[src/rtl/spi_master_byte.sv]
// SPI mode-0 (CPOL=0, CPHA=0) byte master, MSB first, full duplex, valid/ready system side.
// Define SPI_MASTER_AUTO_CS_EN for automatic CS_n framing (setup, hold, inter-transfer gap).
module spi_master_byte #(
    parameter int CLKS_PER_HALF_BIT = 2,
    parameter int CS_IDLE_CLKS      = 4
) (
    input  logic       i_clk,
    input  logic       i_rst,
    input  logic       i_tx_dv,
    input  logic [7:0] i_tx_byte,
    output logic       o_tx_ready,
    output logic       o_rx_dv,
    output logic [7:0] o_rx_byte,
    output logic       o_spi_clk,
    output logic       o_spi_mosi,
    input  logic       i_spi_miso,
    output logic       o_spi_cs_n
);

    localparam int                HALF_W    = $clog2(CLKS_PER_HALF_BIT);
    localparam logic [HALF_W-1:0] HALF_LAST = HALF_W'(CLKS_PER_HALF_BIT - 1);

    generate
        if (CLKS_PER_HALF_BIT < 2) begin : g_bad_half
            $error("CLKS_PER_HALF_BIT must be at least 2");
        end
        if (CS_IDLE_CLKS < 1) begin : g_bad_gap
            $error("CS_IDLE_CLKS must be at least 1");
        end
    endgenerate

`ifdef SPI_MASTER_AUTO_CS_EN
    localparam int               GAP_W    = (CS_IDLE_CLKS > 1) ? $clog2(CS_IDLE_CLKS) : 1;
    localparam logic [GAP_W-1:0] GAP_LAST = GAP_W'(CS_IDLE_CLKS - 1);

    typedef enum logic [2:0] {IDLE, CS_SETUP, XFER, CS_HOLD, CS_GAP} state_e;

    logic [GAP_W-1:0] gap_q, gap_d;
    logic             cs_n_q, cs_n_d;
`else
    typedef enum logic {IDLE, XFER} state_e;
`endif

    state_e            state_q, state_d;
    logic [HALF_W-1:0] half_q, half_d;
    logic [4:0]        bit_q, bit_d;     // SCLK toggles completed, 0..16
    logic              sclk_q, sclk_d;
    logic [7:0]        tx_q, tx_d;       // MOSI is always tx_q[7]
    logic [7:0]        rx_sh_q, rx_sh_d;
    logic [7:0]        rx_byte_q, rx_byte_d;
    logic              rx_dv_q, rx_dv_d;

    always_ff @(posedge i_clk) begin
        if (i_rst) begin
            state_q   <= IDLE;
            half_q    <= '0;
            bit_q     <= '0;
            sclk_q    <= 1'b0;
            tx_q      <= '0;
            rx_sh_q   <= '0;
            rx_byte_q <= '0;
            rx_dv_q   <= 1'b0;
`ifdef SPI_MASTER_AUTO_CS_EN
            gap_q     <= '0;
            cs_n_q    <= 1'b1;
`endif
        end else begin
            state_q   <= state_d;
            half_q    <= half_d;
            bit_q     <= bit_d;
            sclk_q    <= sclk_d;
            tx_q      <= tx_d;
            rx_sh_q   <= rx_sh_d;
            rx_byte_q <= rx_byte_d;
            rx_dv_q   <= rx_dv_d;
`ifdef SPI_MASTER_AUTO_CS_EN
            gap_q     <= gap_d;
            cs_n_q    <= cs_n_d;
`endif
        end
    end

    always_comb begin
        // NOTE: every next-state value is defaulted first so no path can infer a latch.
        state_d   = state_q;
        half_d    = half_q;
        bit_d     = bit_q;
        sclk_d    = sclk_q;
        tx_d      = tx_q;
        rx_sh_d   = rx_sh_q;
        rx_byte_d = rx_byte_q;
        rx_dv_d   = 1'b0;
`ifdef SPI_MASTER_AUTO_CS_EN
        gap_d     = gap_q;
        cs_n_d    = cs_n_q;
`endif
        unique case (state_q)
            IDLE: begin
                if (i_tx_dv) begin
                    tx_d    = i_tx_byte;
                    half_d  = '0;
                    bit_d   = '0;
                    rx_sh_d = '0;
`ifdef SPI_MASTER_AUTO_CS_EN
                    cs_n_d  = 1'b0;
                    state_d = CS_SETUP;
`else
                    state_d = XFER;
`endif
                end
            end
`ifdef SPI_MASTER_AUTO_CS_EN
            CS_SETUP: begin
                if (half_q == HALF_LAST) begin
                    half_d  = '0;
                    state_d = XFER;
                end else begin
                    half_d = half_q + 1'b1;
                end
            end
`endif
            XFER: begin
                if (half_q == HALF_LAST) begin
                    half_d = '0;
                    sclk_d = ~sclk_q;
                    bit_d  = bit_q + 5'd1;
                    if (!sclk_q) begin
                        rx_sh_d = {rx_sh_q[6:0], i_spi_miso};
                    end else if (bit_q == 5'd15) begin
                        // Final falling edge: MOSI keeps bit 0, no further shift.
`ifdef SPI_MASTER_AUTO_CS_EN
                        state_d = CS_HOLD;
`else
                        state_d   = IDLE;
                        rx_dv_d   = 1'b1;
                        rx_byte_d = rx_sh_q;
`endif
                    end else begin
                        tx_d = {tx_q[6:0], 1'b0};
                    end
                end else begin
                    half_d = half_q + 1'b1;
                end
            end
`ifdef SPI_MASTER_AUTO_CS_EN
            CS_HOLD: begin
                if (half_q == HALF_LAST) begin
                    half_d    = '0;
                    gap_d     = '0;
                    cs_n_d    = 1'b1;
                    rx_dv_d   = 1'b1;
                    rx_byte_d = rx_sh_q;
                    state_d   = CS_GAP;
                end else begin
                    half_d = half_q + 1'b1;
                end
            end
            CS_GAP: begin
                if (gap_q == GAP_LAST) begin
                    state_d = IDLE;
                end else begin
                    gap_d = gap_q + 1'b1;
                end
            end
`endif
            default: state_d = IDLE;
        endcase
    end

    assign o_tx_ready = (state_q == IDLE);
    assign o_rx_dv    = rx_dv_q;
    assign o_rx_byte  = rx_byte_q;
    assign o_spi_clk  = sclk_q;
    assign o_spi_mosi = tx_q[7];
`ifdef SPI_MASTER_AUTO_CS_EN
    assign o_spi_cs_n = cs_n_q;
`else
    assign o_spi_cs_n = 1'b0;
`endif

endmodule

[config.mk]
export PLATFORM = sky130hd
export DESIGN_NAME = spi_master_byte
export DESIGN_NICKNAME = d
export VERILOG_FILES = /design/src/rtl/spi_master_byte.sv
export SDC_FILE = /design/constraint.sdc
export NUM_CORES = 1
export LEC_CHECK = 0
export ABC_CLOCK_PERIOD_IN_PS = 2100
export BUFFER_PORTS_ARGS = -buffer_cell sky130_fd_sc_hd__buf_2
export CORE_MARGIN = 2
export CORE_UTILIZATION = 54
export CTS_CLUSTER_DIAMETER = 60
export DETAILED_ROUTE_END_ITERATION = 7
export HOLD_SLACK_MARGIN = 0.06
export PLACE_DENSITY = 0.78
export SETUP_SLACK_MARGIN = 0.15
export SYNTH_ARGS = -nofsm -noshare
export SYNTH_HDL_FRONTEND = slang
export SYNTH_SLANG_ARGS = --single-unit
[constraint.sdc]
create_clock -name i_clk -period 2.1 [get_ports i_clk]
set_input_delay 0.42 -clock i_clk [delete_from_list [all_inputs] [get_ports i_clk]]
set_output_delay 0.42 -clock i_clk [all_outputs]
set_load 0.005 [all_outputs]
Yosys cells after proc, flatten, opt, wreduce, memory -nomap -nowiden:

Index checks and enable logic that the tools add are counted.

* register bits: 33
* input port bits: 12
* output and inout bits: 13
* word-level logic and storage cells: 46

* add/sub/neg operators: 2
* eq/ne operators: 6
* muxes and demuxes: 21
* bitwise operators: 3
* reductions and logical operators: 6

Operators by type and width (number)
* $mux W8: 7
* $pmux W8 S2: 2
* $mux W5: 2
* $pmux W5 S2: 1
* $reduce_and A4 Y1: 2
* $mux W1: 7
* $ne A2 B2 Y1 const B: 3
* $add A5 B1 Y5 const B: 1
* $eq A5 B4 Y1 const B: 1
* $ne A2 B1 Y1 const B: 2
* $pmux W1 S2: 2
* $reduce_and A2 Y1: 2
* $reduce_or A4 Y1: 1
* $not A1 Y1: 3
* $reduce_and A3 Y1: 1
* $add A1 B1 Y1 const B: 1

Depth between registers and ports, before layout:

* word-level depth: 5
* gate-level depth with buffers: 7
* gate-level depth less buffers: 6

Worst setup path after synthesis:

OpenSTA, ideal clock, no wires.

* path kind: flip-flop to flip-flop
* from: register bit_q[0]
* to: register tx_q[3]
* arrival time: 1426 ps
* data required time: 1968 ps
* setup slack: 542 ps
* stages on the path, launching flop included: 7
* period minus slack after synthesis: 1558 ps
* path through: dfxtp_1 ha_1 and3_1 ha_1 nand4b_4 a221oi_1 nor3_1

* cells in the longest elaborated chain, start to end: 3

RTL lines
* start: declaration: line 46 `logic [4:0] bit_q, bit_d;`
* start signal: assignment: line 70 `bit_q <= bit_d;`
* $eq A5 B4 Y1: line 129 `end else if (bit_q == 5'd15) begin`
* $ne A2 B2 Y1 (no line)
* $reduce_and A4 Y1 (no line)
* end signal: assignment: line 72 `tx_q <= tx_d;`
* end: declaration: line 48 `logic [7:0] tx_q, tx_d;`

Every way passes these cells.
A chain may end at the register's enable or synchronous reset.

Worst setup path in the final report:

* from: register bit_q[0]
* to: register tx_q[1]

Same word-level chain as after synthesis.

==> results_dict.tcl <==
set metrics [dict create \
    grt-ovfl-total 0 \
    crit_fanout 8 \
    cap_violations 0 \
    synth.top_cell.area_share_pct 45.99 \
    ir_worst_vdd_mv 0.6338 \
    n_antenna_cell 0 \
    ys_seq_elements 33 \
    slew_violations 0 \
    stdcell_area_um2 1598 \
    tightest_slew_ns 0.6274 \
    synth_commonest_cells "33 x dfxtp_1, 14 x nand2_1, 14 x nor3_1" \
    syn_to_final_growth_pct 11.24 \
    die_height_um 55.58 \
    cts_tree "yes" \
    grt_pass1_wl_um 4954 \
    grt_usage_pct 20.10 \
    wl_per_cell_um 14.02 \
    cts.clk_slew.worst_paths_ns 0.10 \
    grt_start_max_net_pins 26 \
    initial_core_util_pct 57.46 \
    async_flop_share_pct 0 \
    hp-class "primary input to flip-flop" \
    synth_warnings 0 \
    dpl_cell_area_um2 1495 \
    cts_max_level 2 \
    die_w_um 55.58 \
    cp-start-kind "flip-flop" \
    cellPowerDensity_nw_per_um2 845.1 \
    first_iter_violations 29 \
    final_layout_size_suffix_gt1_share_pct 25.44 \
    grt_pass1_vias 1134 \
    seq_area_um2 660.6 \
    synth.net_count 164 \
    cts_root_buf "clkbuf_4" \
    finalCritPeriodShare_pct 83.28 \
    io_pins 25 \
    placementRows 18 \
    cts_made_buffers 5 \
    hold_viol 0 \
    tns_ns 0 \
    place.gp.congestion 0.7227 \
    post-route-min-period_ns 1.749 \
    fill_cells 208 \
    portBuffers 23 \
    ant_nets 0 \
    endpoint_kind "flip-flop" \
    synth_area_leaders "dfxtp_1 46%, a22o_1 4.9%, nor3_1 4.9%" \
    fin_nets 182 \
    drt_pass1_iterations 4 \
    antenna_found_initial 0 \
    hpwl_um 1906 \
    status "complete, no violations" \
    cts_buffer_depth 2 \
    setup_viol 0 \
    rsz0062_at_grt "no" \
    hold_buffers 0 \
    arrival_ns 1.96 \
    critical_path_class "flip-flop to flip-flop" \
    power_leakage_nw 0.6752 \
    multi_input_area_um2 659.4 \
    synth_edf_count 0 \
    netlist-cell-type-count 38 \
    clock_latency_ns 0.34 \
    core_region_area_um2 2500 \
    ys_seq_area_share_pct 45.99 \
    synthCells 150 \
    synth_area_um2 1436 \
    worst_ep_required_time_ns 2.31 \
    vias_per_cell 5.910 \
    clock_skew_ns 0.009094 \
    synth_area_leader_cell "dfxtp_1" \
    synthFlopType "dfxtp_1" \
    vias 1176 \
    ctsResizeCount 0 \
    syn_area_per_cell_um2 9.576 \
    totalWireLength_um 2789 \
    post_cts_buffers 0 \
    max_freq_ghz 0.5718 \
    drc 0 \
    slew_headroom_pct 58.17 \
    yosysMostFrequentCell "dfxtp_1" \
    clock_sinks 33 \
    dieArea_um2 3089 \
]
## worst paths after layout
path	slack, ns	from	endpoint	cells past startpoint
setup reg to reg	0.35	bit_q[0]	tx_q[1]	6
hold reg to reg	0.46	rx_sh_q[6]	rx_sh_q[7]	2
hold / removal	0.31	i_spi_miso	rx_sh_q[0]	3
setup / recovery	0.35	bit_q[0]	tx_q[1]	6
## power by group
group | total (mW) | switching [mW] | internal, mW
clock network | 0.591 | 0.223 | 0.368
logic | 0.0969 | 0.0529 | 0.0440
registers | 0.662 | 0.0199 | 0.642
total | 1.35 | 0.296 | 1.05
## area by class of cell
class                   instances  share of cell area, %
flip-flops and latches         33                  41.35
multi-input cells             101                  41.27
repair buffers                 25                  8.144
clock inverters                 3                  4.072
clock buffers                   5                  2.349
well taps                      30                  2.349
inverters                       2                 0.4699
## cell families after synthesis
family          after synthesis  share of synthesized area [%]
buf+inv                      16                          8.101
fa+ha+maj                     2                          1.742
mux                           2                          1.394
compound gates               32                          16.03
simple gates                 64                          26.48
other cells                   1                         0.2611
flops                        33                          45.99
## registers in the layout, indices dropped and copies added (netlist names)
signal	count
o_rx_byte	8
rx_sh_q	8
tx_q	8
bit_q	5
half_q	1
o_rx_dv	1
o_spi_clk	1
state_q	1
## through the flow
| stage | std cells | hold WS (ns) | setup slack [ns] | utilization [%] | power [mW] |
|---|---|---|---|---|---|
| 3_5_place_dp | 191 | 0.4550 | 0.3819 | 59.81 | 0.7728 |
| 3_3_place_gp | 191 | 0.4457 | 0.4695 | 59.81 | 0.7674 |
| 6_report | 199 | 0.3108 | 0.3512 | 63.91 | 1.350 |
| 2_1_floorplan | 150 | 0.4319 | 0.5419 | - | 0.7594 |
| 5_1_grt | 199 | 0.3194 | 0.1890 | 63.91 | 1.400 |
| 4_1_cts | 199 | 0.3020 | 0.3597 | 63.91 | 1.361 |
## critical path, cell delays in order, from the launching register on
cell	delay, ns
dfxtp_1	0.35
ha_1	0.23
and3_1	0.19
ha_1	0.20
nand4b_4	0.24
a221oi_1	0.33
nor3_1	0.09
## layer usage
metal  global-route usage [%]  vias up  wire, um
met4                    6.969        0        24
met5                        0        -         0
met3                    6.279        5       137
met1                    23.12      562      1249
met2                    35.03       30      1378
li1                         -      579         -
## cells in the final DEF (no fill, tap or decap), drive strengths merged
| cell | count |
|---|---|
| dfxtp | 33 |
| buf | 25 |
| nand2 | 14 |
| nor3 | 14 |
| a21oi | 13 |
| nand3 | 10 |
| a22o | 8 |
| a221oi | 7 |
| and2b | 6 |
| clkbuf | 5 |
| nor2 | 4 |
| nor2b | 4 |
| inv | 2 |
| nand4 | 2 |
| mux2i | 2 |
| or2 | 2 |
| ha | 2 |
| bufinv | 2 |
| nand4b | 2 |
| and3 | 1 |
| nand2b | 1 |
| a32oi | 1 |
| or3 | 1 |
| a31oi | 1 |
| a21boi | 1 |
| o21ai | 1 |
| and4b | 1 |
| and3b | 1 |
| nand3b | 1 |
| conb | 1 |
| clkinv | 1 |
Power figures use the tool's default switching activity.
